===== src/rtl/axilite_uart_tx_master.sv =====
`default_nettype none
// ============================================================================
// Module      : axilite_uart_tx_master
// Description : Byte-stream to AXI4-Lite bridge feeding a UART-lite transmit
//               FIFO. Each accepted byte is sent as follows. The status
//               register (BASE+0x8) is polled until the TX FIFO is not full
//               (rdata[3] == 0). The byte is then written to the TX FIFO
//               register (BASE+0x4). Only one AXI transaction is ever in
//               flight, and all AXI valid/ready outputs come from flops.
//               Any non-OKAY response sets a sticky error flag. A non-OKAY
//               status read also drops the pending byte.
// Options     : UART_INIT_EN - after reset, write 0x3 to BASE+0xC (TX/RX
//               FIFO reset) before accepting the first byte.
// Ports       : clock_i, reset_ni (async, active-low)
//               byte_i / byte_valid_i / byte_ready_o : byte input stream
//               err_o                                : sticky error flag
//               m_axilite_*                          : AXI4-Lite master
// Revision    : 1.0 - initial release
// ============================================================================
module axilite_uart_tx_master #(
    parameter int                          LOCAL_DATA_WIDTH = 32,
    parameter int                          LOCAL_ADDR_WIDTH = 32,
    parameter logic [LOCAL_ADDR_WIDTH-1:0] UART_BASE_ADDR   = '0
) (
    input  logic                        clock_i,
    input  logic                        reset_ni,
    input  logic [7:0]                  byte_i,
    input  logic                        byte_valid_i,
    output logic                        byte_ready_o,
    output logic                        err_o,
    output logic [LOCAL_ADDR_WIDTH-1:0] m_axilite_awaddr,
    output logic [2:0]                  m_axilite_awprot,
    output logic                        m_axilite_awvalid,
    input  logic                        m_axilite_awready,
    output logic [LOCAL_DATA_WIDTH-1:0] m_axilite_wdata,
    output logic [3:0]                  m_axilite_wstrb,
    output logic                        m_axilite_wvalid,
    input  logic                        m_axilite_wready,
    input  logic [1:0]                  m_axilite_bresp,
    input  logic                        m_axilite_bvalid,
    output logic                        m_axilite_bready,
    output logic [LOCAL_ADDR_WIDTH-1:0] m_axilite_araddr,
    output logic [2:0]                  m_axilite_arprot,
    output logic                        m_axilite_arvalid,
    input  logic                        m_axilite_arready,
    input  logic [LOCAL_DATA_WIDTH-1:0] m_axilite_rdata,
    input  logic [1:0]                  m_axilite_rresp,
    input  logic                        m_axilite_rvalid,
    output logic                        m_axilite_rready
);

    localparam logic [1:0] c_resp_okay = 2'b00;

    localparam logic [LOCAL_ADDR_WIDTH-1:0] c_tx_addr   = UART_BASE_ADDR + LOCAL_ADDR_WIDTH'(4);
    localparam logic [LOCAL_ADDR_WIDTH-1:0] c_stat_addr = UART_BASE_ADDR + LOCAL_ADDR_WIDTH'(8);
`ifdef UART_INIT_EN
    localparam logic [LOCAL_ADDR_WIDTH-1:0] c_ctrl_addr = UART_BASE_ADDR + LOCAL_ADDR_WIDTH'(12);
    localparam logic [LOCAL_DATA_WIDTH-1:0] c_fifo_rst  = LOCAL_DATA_WIDTH'(3);
`endif

    typedef enum logic [2:0] {
        ST_IDLE     = 3'd0,
        ST_STAT_AR  = 3'd1,
        ST_STAT_R   = 3'd2,
        ST_WR_AWW   = 3'd3,
        ST_WR_B     = 3'd4
`ifdef UART_INIT_EN
        ,
        ST_INIT     = 3'd5,
        ST_INIT_AWW = 3'd6,
        ST_INIT_B   = 3'd7
`endif
    } state_t;

`ifdef UART_INIT_EN
    localparam state_t c_reset_state = ST_INIT;
`else
    localparam state_t c_reset_state = ST_IDLE;
`endif

    state_t                      r_state, w_state_nxt;
    logic [7:0]                  r_byte, w_byte_nxt;
    logic                        r_byte_ready, w_byte_ready_nxt;
    logic                        r_err, w_err_nxt;
    logic                        r_arvalid, w_arvalid_nxt;
    logic                        r_rready, w_rready_nxt;
    logic                        r_awvalid, w_awvalid_nxt;
    logic                        r_wvalid, w_wvalid_nxt;
    logic                        r_bready, w_bready_nxt;
    logic [LOCAL_ADDR_WIDTH-1:0] r_araddr, w_araddr_nxt;
    logic [LOCAL_ADDR_WIDTH-1:0] r_awaddr, w_awaddr_nxt;
    logic [LOCAL_DATA_WIDTH-1:0] r_wdata, w_wdata_nxt;

    // A write channel counts as done once its valid is down or being
    // accepted this cycle; AW and W may complete in either order.
    logic w_aw_done, w_w_done, w_bad_bresp;
    assign w_aw_done   = ~r_awvalid | m_axilite_awready;
    assign w_w_done    = ~r_wvalid  | m_axilite_wready;
    assign w_bad_bresp = (m_axilite_bresp != c_resp_okay);

    // Only the TX-full bit of the status word is of interest.
    logic w_unused_rdata;
    assign w_unused_rdata = ^{m_axilite_rdata[LOCAL_DATA_WIDTH-1:4], m_axilite_rdata[2:0]};

    always_ff @(posedge clock_i or negedge reset_ni) begin
        if (!reset_ni) begin
            r_state      <= c_reset_state;
            r_byte       <= '0;
            r_byte_ready <= 1'b0;
            r_err        <= 1'b0;
            r_arvalid    <= 1'b0;
            r_rready     <= 1'b0;
            r_awvalid    <= 1'b0;
            r_wvalid     <= 1'b0;
            r_bready     <= 1'b0;
            r_araddr     <= '0;
            r_awaddr     <= '0;
            r_wdata      <= '0;
        end else begin
            r_state      <= w_state_nxt;
            r_byte       <= w_byte_nxt;
            r_byte_ready <= w_byte_ready_nxt;
            r_err        <= w_err_nxt;
            r_arvalid    <= w_arvalid_nxt;
            r_rready     <= w_rready_nxt;
            r_awvalid    <= w_awvalid_nxt;
            r_wvalid     <= w_wvalid_nxt;
            r_bready     <= w_bready_nxt;
            r_araddr     <= w_araddr_nxt;
            r_awaddr     <= w_awaddr_nxt;
            r_wdata      <= w_wdata_nxt;
        end
    end

    // Next-state logic also computes next-cycle values of every registered
    // output, so each handshake is answered on the following cycle.
    always_comb begin
        w_state_nxt      = r_state;
        w_byte_nxt       = r_byte;
        w_byte_ready_nxt = r_byte_ready;
        w_err_nxt        = r_err;
        w_arvalid_nxt    = r_arvalid;
        w_rready_nxt     = r_rready;
        w_awvalid_nxt    = r_awvalid;
        w_wvalid_nxt     = r_wvalid;
        w_bready_nxt     = r_bready;
        w_araddr_nxt     = r_araddr;
        w_awaddr_nxt     = r_awaddr;
        w_wdata_nxt      = r_wdata;

        case (r_state)
            ST_IDLE: begin
                // byte_ready_o comes back by itself after reset.
                w_byte_ready_nxt = 1'b1;
                if (r_byte_ready && byte_valid_i) begin
                    w_byte_nxt       = byte_i;
                    w_byte_ready_nxt = 1'b0;
                    w_arvalid_nxt    = 1'b1;
                    w_araddr_nxt     = c_stat_addr;
                    w_state_nxt      = ST_STAT_AR;
                end
            end
            ST_STAT_AR: begin
                if (m_axilite_arready) begin
                    w_arvalid_nxt = 1'b0;
                    w_rready_nxt  = 1'b1;
                    w_state_nxt   = ST_STAT_R;
                end
            end
            ST_STAT_R: begin
                if (m_axilite_rvalid) begin
                    w_rready_nxt = 1'b0;
                    if (m_axilite_rresp != c_resp_okay) begin
                        w_err_nxt        = 1'b1;
                        w_byte_nxt       = '0;
                        w_byte_ready_nxt = 1'b1;
                        w_state_nxt      = ST_IDLE;
                    end else if (m_axilite_rdata[3]) begin
                        // TX FIFO full: poll the status register again.
                        w_arvalid_nxt = 1'b1;
                        w_state_nxt   = ST_STAT_AR;
                    end else begin
                        w_awvalid_nxt = 1'b1;
                        w_wvalid_nxt  = 1'b1;
                        w_awaddr_nxt  = c_tx_addr;
                        w_wdata_nxt   = {{(LOCAL_DATA_WIDTH-8){1'b0}}, r_byte};
                        w_state_nxt   = ST_WR_AWW;
                    end
                end
            end
            ST_WR_AWW: begin
                if (m_axilite_awready) w_awvalid_nxt = 1'b0;
                if (m_axilite_wready)  w_wvalid_nxt  = 1'b0;
                if (w_aw_done && w_w_done) begin
                    w_bready_nxt = 1'b1;
                    w_state_nxt  = ST_WR_B;
                end
            end
            ST_WR_B: begin
                if (m_axilite_bvalid) begin
                    w_bready_nxt     = 1'b0;
                    w_byte_ready_nxt = 1'b1;
                    w_state_nxt      = ST_IDLE;
                    if (w_bad_bresp) w_err_nxt = 1'b1;
                end
            end
`ifdef UART_INIT_EN
            ST_INIT: begin
                w_awvalid_nxt = 1'b1;
                w_wvalid_nxt  = 1'b1;
                w_awaddr_nxt  = c_ctrl_addr;
                w_wdata_nxt   = c_fifo_rst;
                w_state_nxt   = ST_INIT_AWW;
            end
            ST_INIT_AWW: begin
                if (m_axilite_awready) w_awvalid_nxt = 1'b0;
                if (m_axilite_wready)  w_wvalid_nxt  = 1'b0;
                if (w_aw_done && w_w_done) begin
                    w_bready_nxt = 1'b1;
                    w_state_nxt  = ST_INIT_B;
                end
            end
            ST_INIT_B: begin
                if (m_axilite_bvalid) begin
                    w_bready_nxt     = 1'b0;
                    w_byte_ready_nxt = 1'b1;
                    w_state_nxt      = ST_IDLE;
                    if (w_bad_bresp) w_err_nxt = 1'b1;
                end
            end
`endif
            default: begin
                w_state_nxt = c_reset_state;
            end
        endcase
    end

    assign byte_ready_o      = r_byte_ready;
    assign err_o             = r_err;
    assign m_axilite_araddr  = r_araddr;
    assign m_axilite_arprot  = 3'b000;
    assign m_axilite_arvalid = r_arvalid;
    assign m_axilite_rready  = r_rready;
    assign m_axilite_awaddr  = r_awaddr;
    assign m_axilite_awprot  = 3'b000;
    assign m_axilite_awvalid = r_awvalid;
    assign m_axilite_wdata   = r_wdata;
    assign m_axilite_wstrb   = 4'hF;
    assign m_axilite_wvalid  = r_wvalid;
    assign m_axilite_bready  = r_bready;

endmodule
`default_nettype wire


===== config.mk =====
export PLATFORM = sky130hd
export DESIGN_NAME = axilite_uart_tx_master
export DESIGN_NICKNAME = d
export VERILOG_FILES = /design/src/rtl/axilite_uart_tx_master.sv
export SDC_FILE = /design/constraint.sdc
export NUM_CORES = 1
export LEC_CHECK = 0
export BUFFER_PORTS_ARGS = -buffer_cell sky130_fd_sc_hd__buf_2
export CAP_MARGIN = 10
export CELL_PAD_IN_SITES_DETAIL_PLACEMENT = 0
export CELL_PAD_IN_SITES_GLOBAL_PLACEMENT = 1
export CORE_ASPECT_RATIO = 1.25
export CORE_UTILIZATION = 29
export CTS_CLUSTER_SIZE = 16
export DETAILED_ROUTE_END_ITERATION = 10
export PLACE_DENSITY_LB_ADDON = 0.1
export SETUP_SLACK_MARGIN = 0.15
export SYNTH_ARGS = -nofsm -noshare
export SYNTH_HDL_FRONTEND = slang
export SYNTH_SLANG_ARGS = --single-unit

===== constraint.sdc =====
create_clock -name clock_i -period 5.2 [get_ports clock_i]
set_input_delay 0.78 -clock clock_i [delete_from_list [all_inputs] [get_ports clock_i]]
set_output_delay 0.78 -clock clock_i [all_outputs]
set_load 0.1 [all_outputs]

==> impl_summary.txt, run 1 <==
----------------------------------------------------
[Critical path]
  CP max FO ... 18
  Critical Path Sink Type ... flop
  Type of the setup path with the least slack ... flop to flop
  Crit path required time ... 5.41 ns
  Signal arrival time at the worst endpoint ... 2.37 ns
  Setup crit start kind ... flop

[Logic synthesis]
  Ys Warns ... 0
  Number of cells produced by synthesis ... 208
  Share of synthesized area occupied by flip-flops and latches ... 34.4%
  Area leader, netlist ... sky130_fd_sc_hd__buf_4
  Leading cell types by total area after synthesis ... sky130_fd_sc_hd__buf_4 35%, sky130_fd_sc_hd__dfrtp_1 34%, sky130_fd_sc_hd__mux2_4 5.9%
  Average size of a mapped cell ... 9.79 um2
  Post-synth top area share ... between 30% and 40%
  Summed instance area of the synthesized netlist ... 2040 um2
  Register bit total from synthesis ... 28
  Distinct cell type count of the synthesized netlist ... 38

[Routing]
  Wire length after detailed routing ... 3620 um
  Detailed-routed wire length on met3 ... 235 um
  Uppermost layer routed ... met4
  Remaining routing DRC violations ... 0
  Via count ... 1212
  Count of routing violations after the opening detailed-route iteration ... 49
  Met2 wire length ... ~1800 um
  Avg Vias per Cell ... ~3.7
  Drt wl/cell ... roughly 11 um
  Wire length the detailed router placed on met1 ... 1560 um
  Antenna-violating nets left ... 0
  Number of search-and-repair iterations in the first detailed-routing pass ... 4

[Power]
  Combinational share of power ... 62.7%
  Fraction of power spent switching nets ... 61.6%
  Power share of the clock group ... a little under an eighth
  Power density of the placed cells ... 739 nW/um2
  Post-route total power ... 1.47 mW
  Int Pwr ... roughly 0.57 mW
  Reported leakage power ... about 1.1 nW
  Peak supply drop ... 0.000185 V
  Fraction of power consumed by sequential logic ... 25.4%
  Net switching component of the power ... 0.908 mW

[CTS]
  Deepest level of the CTS H-tree ... 1
  Worst-path clk slew ... 0.11 ns
  TritonCTS clock tree ... built
  Post-CTS Hold Fix Bufs ... 0
  Clock insertion delay at the later pin of the skew report ... 0.28 ns
  Post-CTS Setup Repair Bufs ... 0
  Cts repair resizes ... 0
  Worst-case clock buffer depth ... 2
  Num CTS Buffers ... 3
  Cell chosen for the clock root ... sky130_fd_sc_hd__clkbuf_8
  Number of sinks driven by the clock tree ... 28

[Die]
  Num ports ... 165
  Overall die width ... 76.9 um
  Area inside the core boundary ... 6690 um2
  Starting utilization of the core area ... 30.4%
  Row count ... 33
  Chip Height ... 95.7 um
  DIE AREA ... 7360 um2

[Layout]
  Fill cell total of the finished layout ... around 750
  Multi-input combinational cell area ... 917 um2
  Finished layout cell area ... 1990 um2
  Share of layout cells above drive strength 1 ... between 20% and 30%
  Area growth, synth to finish ... -2.03%
  Register area ... 701 um2
  Most common cell after layout, fill and taps aside ... sky130_fd_sc_hd__conb_1
  Top library cells by usage in the layout, fill and taps aside ... 96 x sky130_fd_sc_hd__conb_1, 37 x sky130_fd_sc_hd__buf_2, 28 x sky130_fd_sc_hd__dfrtp_1, 9 x sky130_fd_sc_hd__nor2_1
  NumNets Final ... ~300
  ANT cells ... 0
  Final Util ... 29.8%

[Timing]
  Final hold violations ... 0
  Normalized max-slew margin ... ~47%
  Final period demand of the worst path ... 2.16 ns
  Final-layout setup total negative slack ... 0 ns
  Setup repair after global routing missed its margin ... no
  Minimum hold slack ... about 0.47 ns
  Number of pins with negative max-slew slack in the final report ... 0
  Clock skew ... 0.0111 ns
  Max Freq ... 463 MHz
  Final worst-path cycle share ... 41.5%
  Finish-stage setup viols ... 0
  Worst-Margin Slew ... a little under 0.8 ns

[GRT]
  Grt ovf ... 0
  Overall global routing resource usage ... 9.91%
  Vias in the first global route ... 1100
  First-pass GRT wire length ... between 5000 and 6000 um
  Number of antenna violations at the first check in global routing ... 0
  Largest net degree at the start of global routing ... 29

[Worst hold path]
  Hold Path Class ... flop to flop

[Status]
  Result of the run ... finished clean

[Placed design]
  GPL Wtd Cong ... 0.775
  Number of buffers inserted by port buffering ... 37
  HPWL reported at the end of detailed placement ... 2770 um
  Placed instance area ... between 1500 and 2000 um2

[Flow run]
  Max_cap viols ... 0

----------------------------------------------------
-- state kept, by name, indices dropped and copies added (netlist names) --
name,cells
byte_ready_o,1
err_o,1
m_axilite_araddr,1
m_axilite_arvalid,1
m_axilite_awaddr,1
m_axilite_awvalid,1
m_axilite_bready,1
m_axilite_rready,1
m_axilite_wdata,8
m_axilite_wvalid,1
r_byte,8
r_state,3
-- metal layers --
layer | GRT usage (%) | vias to the layer above
met3 | 2.20 | 2
met4 | 2.88 | 0
met2 | 17.1 | 64
met5 | 0 | -
met1 | 12.3 | 574
li1 | - | 572
-- critical path, stage by stage, from the launching register on --
cell,delay [ns]
sky130_fd_sc_hd__dfrtp_1,0.70
sky130_fd_sc_hd__nor2_1,0.11
sky130_fd_sc_hd__and4b_1,0.38
sky130_fd_sc_hd__o22ai_1,0.67
sky130_fd_sc_hd__a22o_1,0.23
-- metrics by stage --
step,setup WS (ns),cells
2_1_floorplan,3.12,302
3_3_place_gp,2.80,324
3_5_place_dp,2.79,324
4_1_cts,2.95,328
5_1_grt,2.84,328
6_report,3.04,328
-- power groups by stage --
stage,Combinational [mW],Clock [mW],Sequential (mW)
finish,0.924,0.175,0.375
global route,0.971,0.189,0.389
CTS,0.933,0.182,0.376
detailed placement,0.931,0,0.380
global placement,0.931,0,0.382
floorplan,0.602,0,0.652
-- cells by family (layout without fill, tap and decap cells) --
group,Yosys count,after routing,share of synthesized area (%)
multiplexers,11,11,7.44
other,2,96,0.369
AND/OR/NAND/NOR,33,33,9.34
flip-flops,28,28,34.4
buffers and inverters,105,44,37.9
AO/OA/AOI/OAI,29,29,10.6
-- worst paths after layout --
check,from,end,slack [ns],depth (start not counted)
worst min register to register,m_axilite_awaddr[2],m_axilite_awaddr[2],0.47,1
min in group asynchronous,reset_ni,r_state[2],0.52,1
max in group asynchronous,reset_ni,m_axilite_wdata[6],4.26,1
worst max-delay path,r_state[0],r_byte[1],3.04,4
worst min-delay path,m_axilite_awaddr[2],m_axilite_awaddr[2],0.47,1
worst max register to register,r_state[0],r_byte[1],3.04,4
-- layout make-up --
| cell class | count | area share, % |
|---|---|---|
| clock buffer | 3 | 2.07 |
| clock inverter | 1 | 1.51 |
| inverter | 3 | 0.565 |
| multi-input combinational | 169 | 46.0 |
| sequential | 28 | 35.1 |
| tap | 87 | 5.46 |
| timing repair buffer | 37 | 9.28 |
-- synth_stat cells --
library cell / number
sky130_fd_sc_hd__or2_2: 2
sky130_fd_sc_hd__a41o_1: 1
sky130_fd_sc_hd__nand2b_1: 3
sky130_fd_sc_hd__nor4b_1: 1
sky130_fd_sc_hd__nand3b_1: 1
sky130_fd_sc_hd__or4_4: 1
sky130_fd_sc_hd__nor2_1: 9
sky130_fd_sc_hd__a21oi_1: 8
sky130_fd_sc_hd__buf_4: 96
sky130_fd_sc_hd__a22o_1: 8
sky130_fd_sc_hd__mux2i_1: 2
sky130_fd_sc_hd__or3b_4: 1
sky130_fd_sc_hd__conb_1: 2
sky130_fd_sc_hd__a41oi_1: 2
sky130_fd_sc_hd__a22oi_1: 1
sky130_fd_sc_hd__a21o_1: 1
sky130_fd_sc_hd__nor4_1: 1
sky130_fd_sc_hd__buf_1: 1
sky130_fd_sc_hd__and2b_1: 2
sky130_fd_sc_hd__mux2_4: 8
sky130_fd_sc_hd__a311oi_1: 2
sky130_fd_sc_hd__o21bai_1: 1
sky130_fd_sc_hd__mux2_2: 1
sky130_fd_sc_hd__nor3_1: 1
sky130_fd_sc_hd__nand2_1: 7
sky130_fd_sc_hd__clkbuf_1: 2
sky130_fd_sc_hd__nor2b_1: 1
sky130_fd_sc_hd__or4b_2: 1
sky130_fd_sc_hd__a2bb2oi_1: 1
sky130_fd_sc_hd__or2b_1: 1
sky130_fd_sc_hd__inv_1: 3
sky130_fd_sc_hd__a31o_2: 1
sky130_fd_sc_hd__buf_6: 2
sky130_fd_sc_hd__and4b_1: 1
sky130_fd_sc_hd__a211oi_1: 1
sky130_fd_sc_hd__o22ai_1: 2
sky130_fd_sc_hd__dfrtp_1: 28
sky130_fd_sc_hd__buf_2: 1
(Power assumes the default switching activity.)
==> run 2, diff against run 1 <==
--- a/config.mk
+++ b/config.mk
@@ -10,7 +10,7 @@
 export CELL_PAD_IN_SITES_DETAIL_PLACEMENT = 0
 export CELL_PAD_IN_SITES_GLOBAL_PLACEMENT = 1
 export CORE_ASPECT_RATIO = 1.25
-export CORE_UTILIZATION = 29
+export CORE_UTILIZATION = 27
 export CTS_CLUSTER_SIZE = 16
 export DETAILED_ROUTE_END_ITERATION = 10
 export PLACE_DENSITY_LB_ADDON = 0.1
==> constraint.sdc (replaced) <==
create_clock -name clock_i -period 2 [get_ports clock_i]
set_input_delay 0.3 -clock clock_i [delete_from_list [all_inputs] [get_ports clock_i]]
set_output_delay 0.3 -clock clock_i [all_outputs]
set_load 0.1 [all_outputs]
==> run 2 against run 1 <==
Setup slack got worse by 2.8 ns. Highest routed layer unchanged. Global-route usage is 0.44 points lower. Critical path type unchanged. Final cell count increased by 3.0%. Clock skew fell by 0.0063 ns. Critical endpoint is now m_axilite_wdata[6]. Routed wire length increased by 4.7%. Power rose to 2.6 times the previous value. Combinational power rose to 2.8 times the previous value. Fmax increased by 22%. Cell area grew 2.2%. Largest cell class unchanged.
==> impl_summary.txt, run 2 (synthesis gave the netlist of run 1 again) <==
----------------------------------------------------
[Timing]
  Final period demand of the worst path ... 1.77 ns (-0.384 ns)
  Number of pins with negative max-slew slack in the final report ... 0 (unchanged)
  Final hold violations ... 0 (unchanged)
  Clock skew ... 0.00479 ns (-0.00631 ns)
  Finish-stage setup viols ... 0 (unchanged)
  Setup repair after global routing missed its margin ... yes
  Normalized max-slew margin ... 55.6% (+8.4 points)
  Final-layout setup total negative slack ... 0 ns (unchanged)
  Worst-Margin Slew ... 0.666 ns (-0.126 ns)
  Final worst-path cycle share ... 88.7% (+47 points)
  Minimum hold slack ... 0.0440 ns (-0.431 ns)
  Max Freq ... 563 MHz (+22%)

[Routing]
  Drt wl/cell ... 11.2 um (+1.6%)
  Antenna-violating nets left ... 0 (unchanged)
  Remaining routing DRC violations ... 0 (unchanged)
  Wire length after detailed routing ... 3790 um (+4.7%)
  Number of search-and-repair iterations in the first detailed-routing pass ... 4 (unchanged)
  Count of routing violations after the opening detailed-route iteration ... 28 (-43%)
  Via count ... 1239 (+2.2%)
  Avg Vias per Cell ... 3.67 (-0.80%)

[CTS]
  Deepest level of the CTS H-tree ... 1 (unchanged)
  Worst-path clk slew ... 0.10 ns (about the same)
  Clock insertion delay at the later pin of the skew report ... 0.27 ns (about the same)
  Worst-case clock buffer depth ... 2 (unchanged)
  Num CTS Buffers ... 3 (unchanged)
  Cell chosen for the clock root ... sky130_fd_sc_hd__clkbuf_8
  Number of sinks driven by the clock tree ... 28 (unchanged)
  TritonCTS clock tree ... built

[Critical path]
  Critical Path Sink Type ... flop
  Setup crit start kind ... flop
  CP max FO ... 5 (-13)
  Type of the setup path with the least slack ... flop to flop
  Number of cell instances on the worst register-to-register path ... 3 (-1)
  Critical register-to-register path startpoint ... r_state[2]
  Crit path required time ... 2.17 ns (-3.24 ns)
  Signal arrival time at the worst endpoint ... 1.94 ns (-0.43 ns)
  R2r endpoint ... m_axilite_wdata[6]
  Worst setup slack for register-to-register paths ... 0.23 ns (-2.82 ns)

[Power]
  Int Pwr ... 1.44 mW (+150%)
  Fraction of power consumed by sequential logic ... 23.5% (-1.9 points)
  Fraction of power spent switching nets ... 62.4% (+0.80 points)
  Combinational share of power ... 67.1% (+4.4 points)
  Post-route total power ... 3.81 mW (+160%)
  Net switching component of the power ... 2.38 mW (+160%)
  Power share of the clock group ... 9.4% (-2.5 points)
  Peak supply drop ... 0.000595 V (+220%)
  Power density of the placed cells ... 1870 nW/um2 (+150%)
  Reported leakage power ... 1.14 nW (+1.7%)

[Layout]
  Top library cells by usage in the layout, fill and taps aside ... 96 x sky130_fd_sc_hd__conb_1, 37 x sky130_fd_sc_hd__buf_2, 28 x sky130_fd_sc_hd__dfrtp_1, 9 x sky130_fd_sc_hd__nor2_1
  ANT cells ... 0 (unchanged)
  Post-Layout Cell Count ... 338 (+3.0%)
  Share of layout cells above drive strength 1 ... 25.6% (+2.4 points)
  NumNets Final ... 299 (+1.7%)
  Area growth, synth to finish ... 0.123%
  Most common cell after layout, fill and taps aside ... sky130_fd_sc_hd__conb_1

[GRT]
  Grt ovf ... 0 (unchanged)
  Number of antenna violations at the first check in global routing ... 0 (unchanged)
  Vias in the first global route ... 1072 (-2.5%)
  Largest net degree at the start of global routing ... 29 (unchanged)
  First-pass GRT wire length ... 5620 um (-0.12%)
  Overall global routing resource usage ... 9.47% (-0.44 points)

[Status]
  Result of the run ... finished clean

[Worst hold path]
  Hold Path Class ... primary input to asynchronous set/reset pin

[Die]
  DIE AREA ... 7890 um2 (+7.2%)
  Overall die width ... 79.7 um (+3.5%)
  Chip Height ... 99.1 um (+3.6%)
  Area inside the core boundary ... 7360 um2 (+10%)
  Starting utilization of the core area ... 27.7% (-2.8 points)
  Row count ... 35 (+6.1%)
  Num ports ... 165 (unchanged)

[Flow run]
  Max_cap viols ... 0 (unchanged)

[Placed design]
  GPL Wtd Cong ... 0.718 (-7.4%)
  HPWL reported at the end of detailed placement ... 2820 um (+1.7%)
  Total instance count after detailed placement ... 333 (+2.8%)
  Number of buffers inserted by port buffering ... 37 (unchanged)

----------------------------------------------------
## run 2: worst max path at each step
| stage | depth (start not counted) | to | slack [ns] | from |
|---|---|---|---|---|
| 3_3_place_gp | 5 | r_byte[1] | 0.02 | m_axilite_rresp[1] |
| 6_report | 3 | m_axilite_wdata[6] | 0.23 | r_state[2] |
| 5_1_grt | 5 | m_axilite_arvalid | 0.12 | r_state[0] |
| 2_1_floorplan | 5 | m_axilite_wdata[0] | 0.08 | r_state[2] |
| 3_5_place_dp | 5 | r_byte[7] | 0.04 | m_axilite_rresp[1] |
| 4_1_cts | 3 | m_axilite_wdata[6] | 0.17 | r_state[2] |
## run 2: what timing repair did
item | CTS | global route
pin swaps | 1 | 1
gates resized for setup | 2 | 1
setup buffers | 0 | 0
endpoints found under the setup margin | 12 | 9
gates cloned | 0 | 1
hold buffers | 0 | 0
## run 2: worst max-delay path, stage by stage (launching register included)
cell and delay, ns:
sky130_fd_sc_hd__dfrtp_1 0.40, sky130_fd_sc_hd__or3b_4 0.43, sky130_fd_sc_hd__or4_4 0.51, sky130_fd_sc_hd__mux2_4 0.33
## run 2: cell type report
class | count | area, um2
Fill cell | 830 | 5320
Multi-Input combinational cell | 170 | 941
Sequential cell | 28 | 701
Timing Repair Buffer | 41 | 215
Tap cell | 92 | 115
Clock buffer | 4 | 55.1
Inverter | 3 | 11.3
## run 2: metrics by stage
stage | instance area [um2] | setup slack (ns) | utilization [%]
after global routing | 2040 | 0.124 | 27.7
final | 2040 | 0.225 | 27.7
after CTS | 2030 | 0.175 | 27.6
after global placement | 1960 | 0.0219 | 26.6
after floorplan | 2390 | 0.0761 | -
after detailed placement | 1960 | 0.0376 | 26.6
## run 2: metal layers
layer | global-route usage, % | vias up | part of all wire, %
li1 | - | 584 | -
met1 | 12.0 | 586 | 44
met2 | 16.2 | 67 | 50
met3 | 1.48 | 2 | 5.9
met4 | 2.94 | 0 | 0.66
met5 | 0 | - | 0
## run 2: power by group through the flow
| stage | Sequential, mW | Clock, mW | Combinational (mW) |
|---|---|---|---|
| after floorplan | 1.69 | 0 | 1.56 |
| after global placement | 0.911 | 0 | 2.56 |
| after detailed placement | 0.911 | 0 | 2.55 |
| after CTS | 0.900 | 0.381 | 2.57 |
| after global routing | 0.925 | 0.398 | 2.67 |
| final | 0.896 | 0.358 | 2.56 |
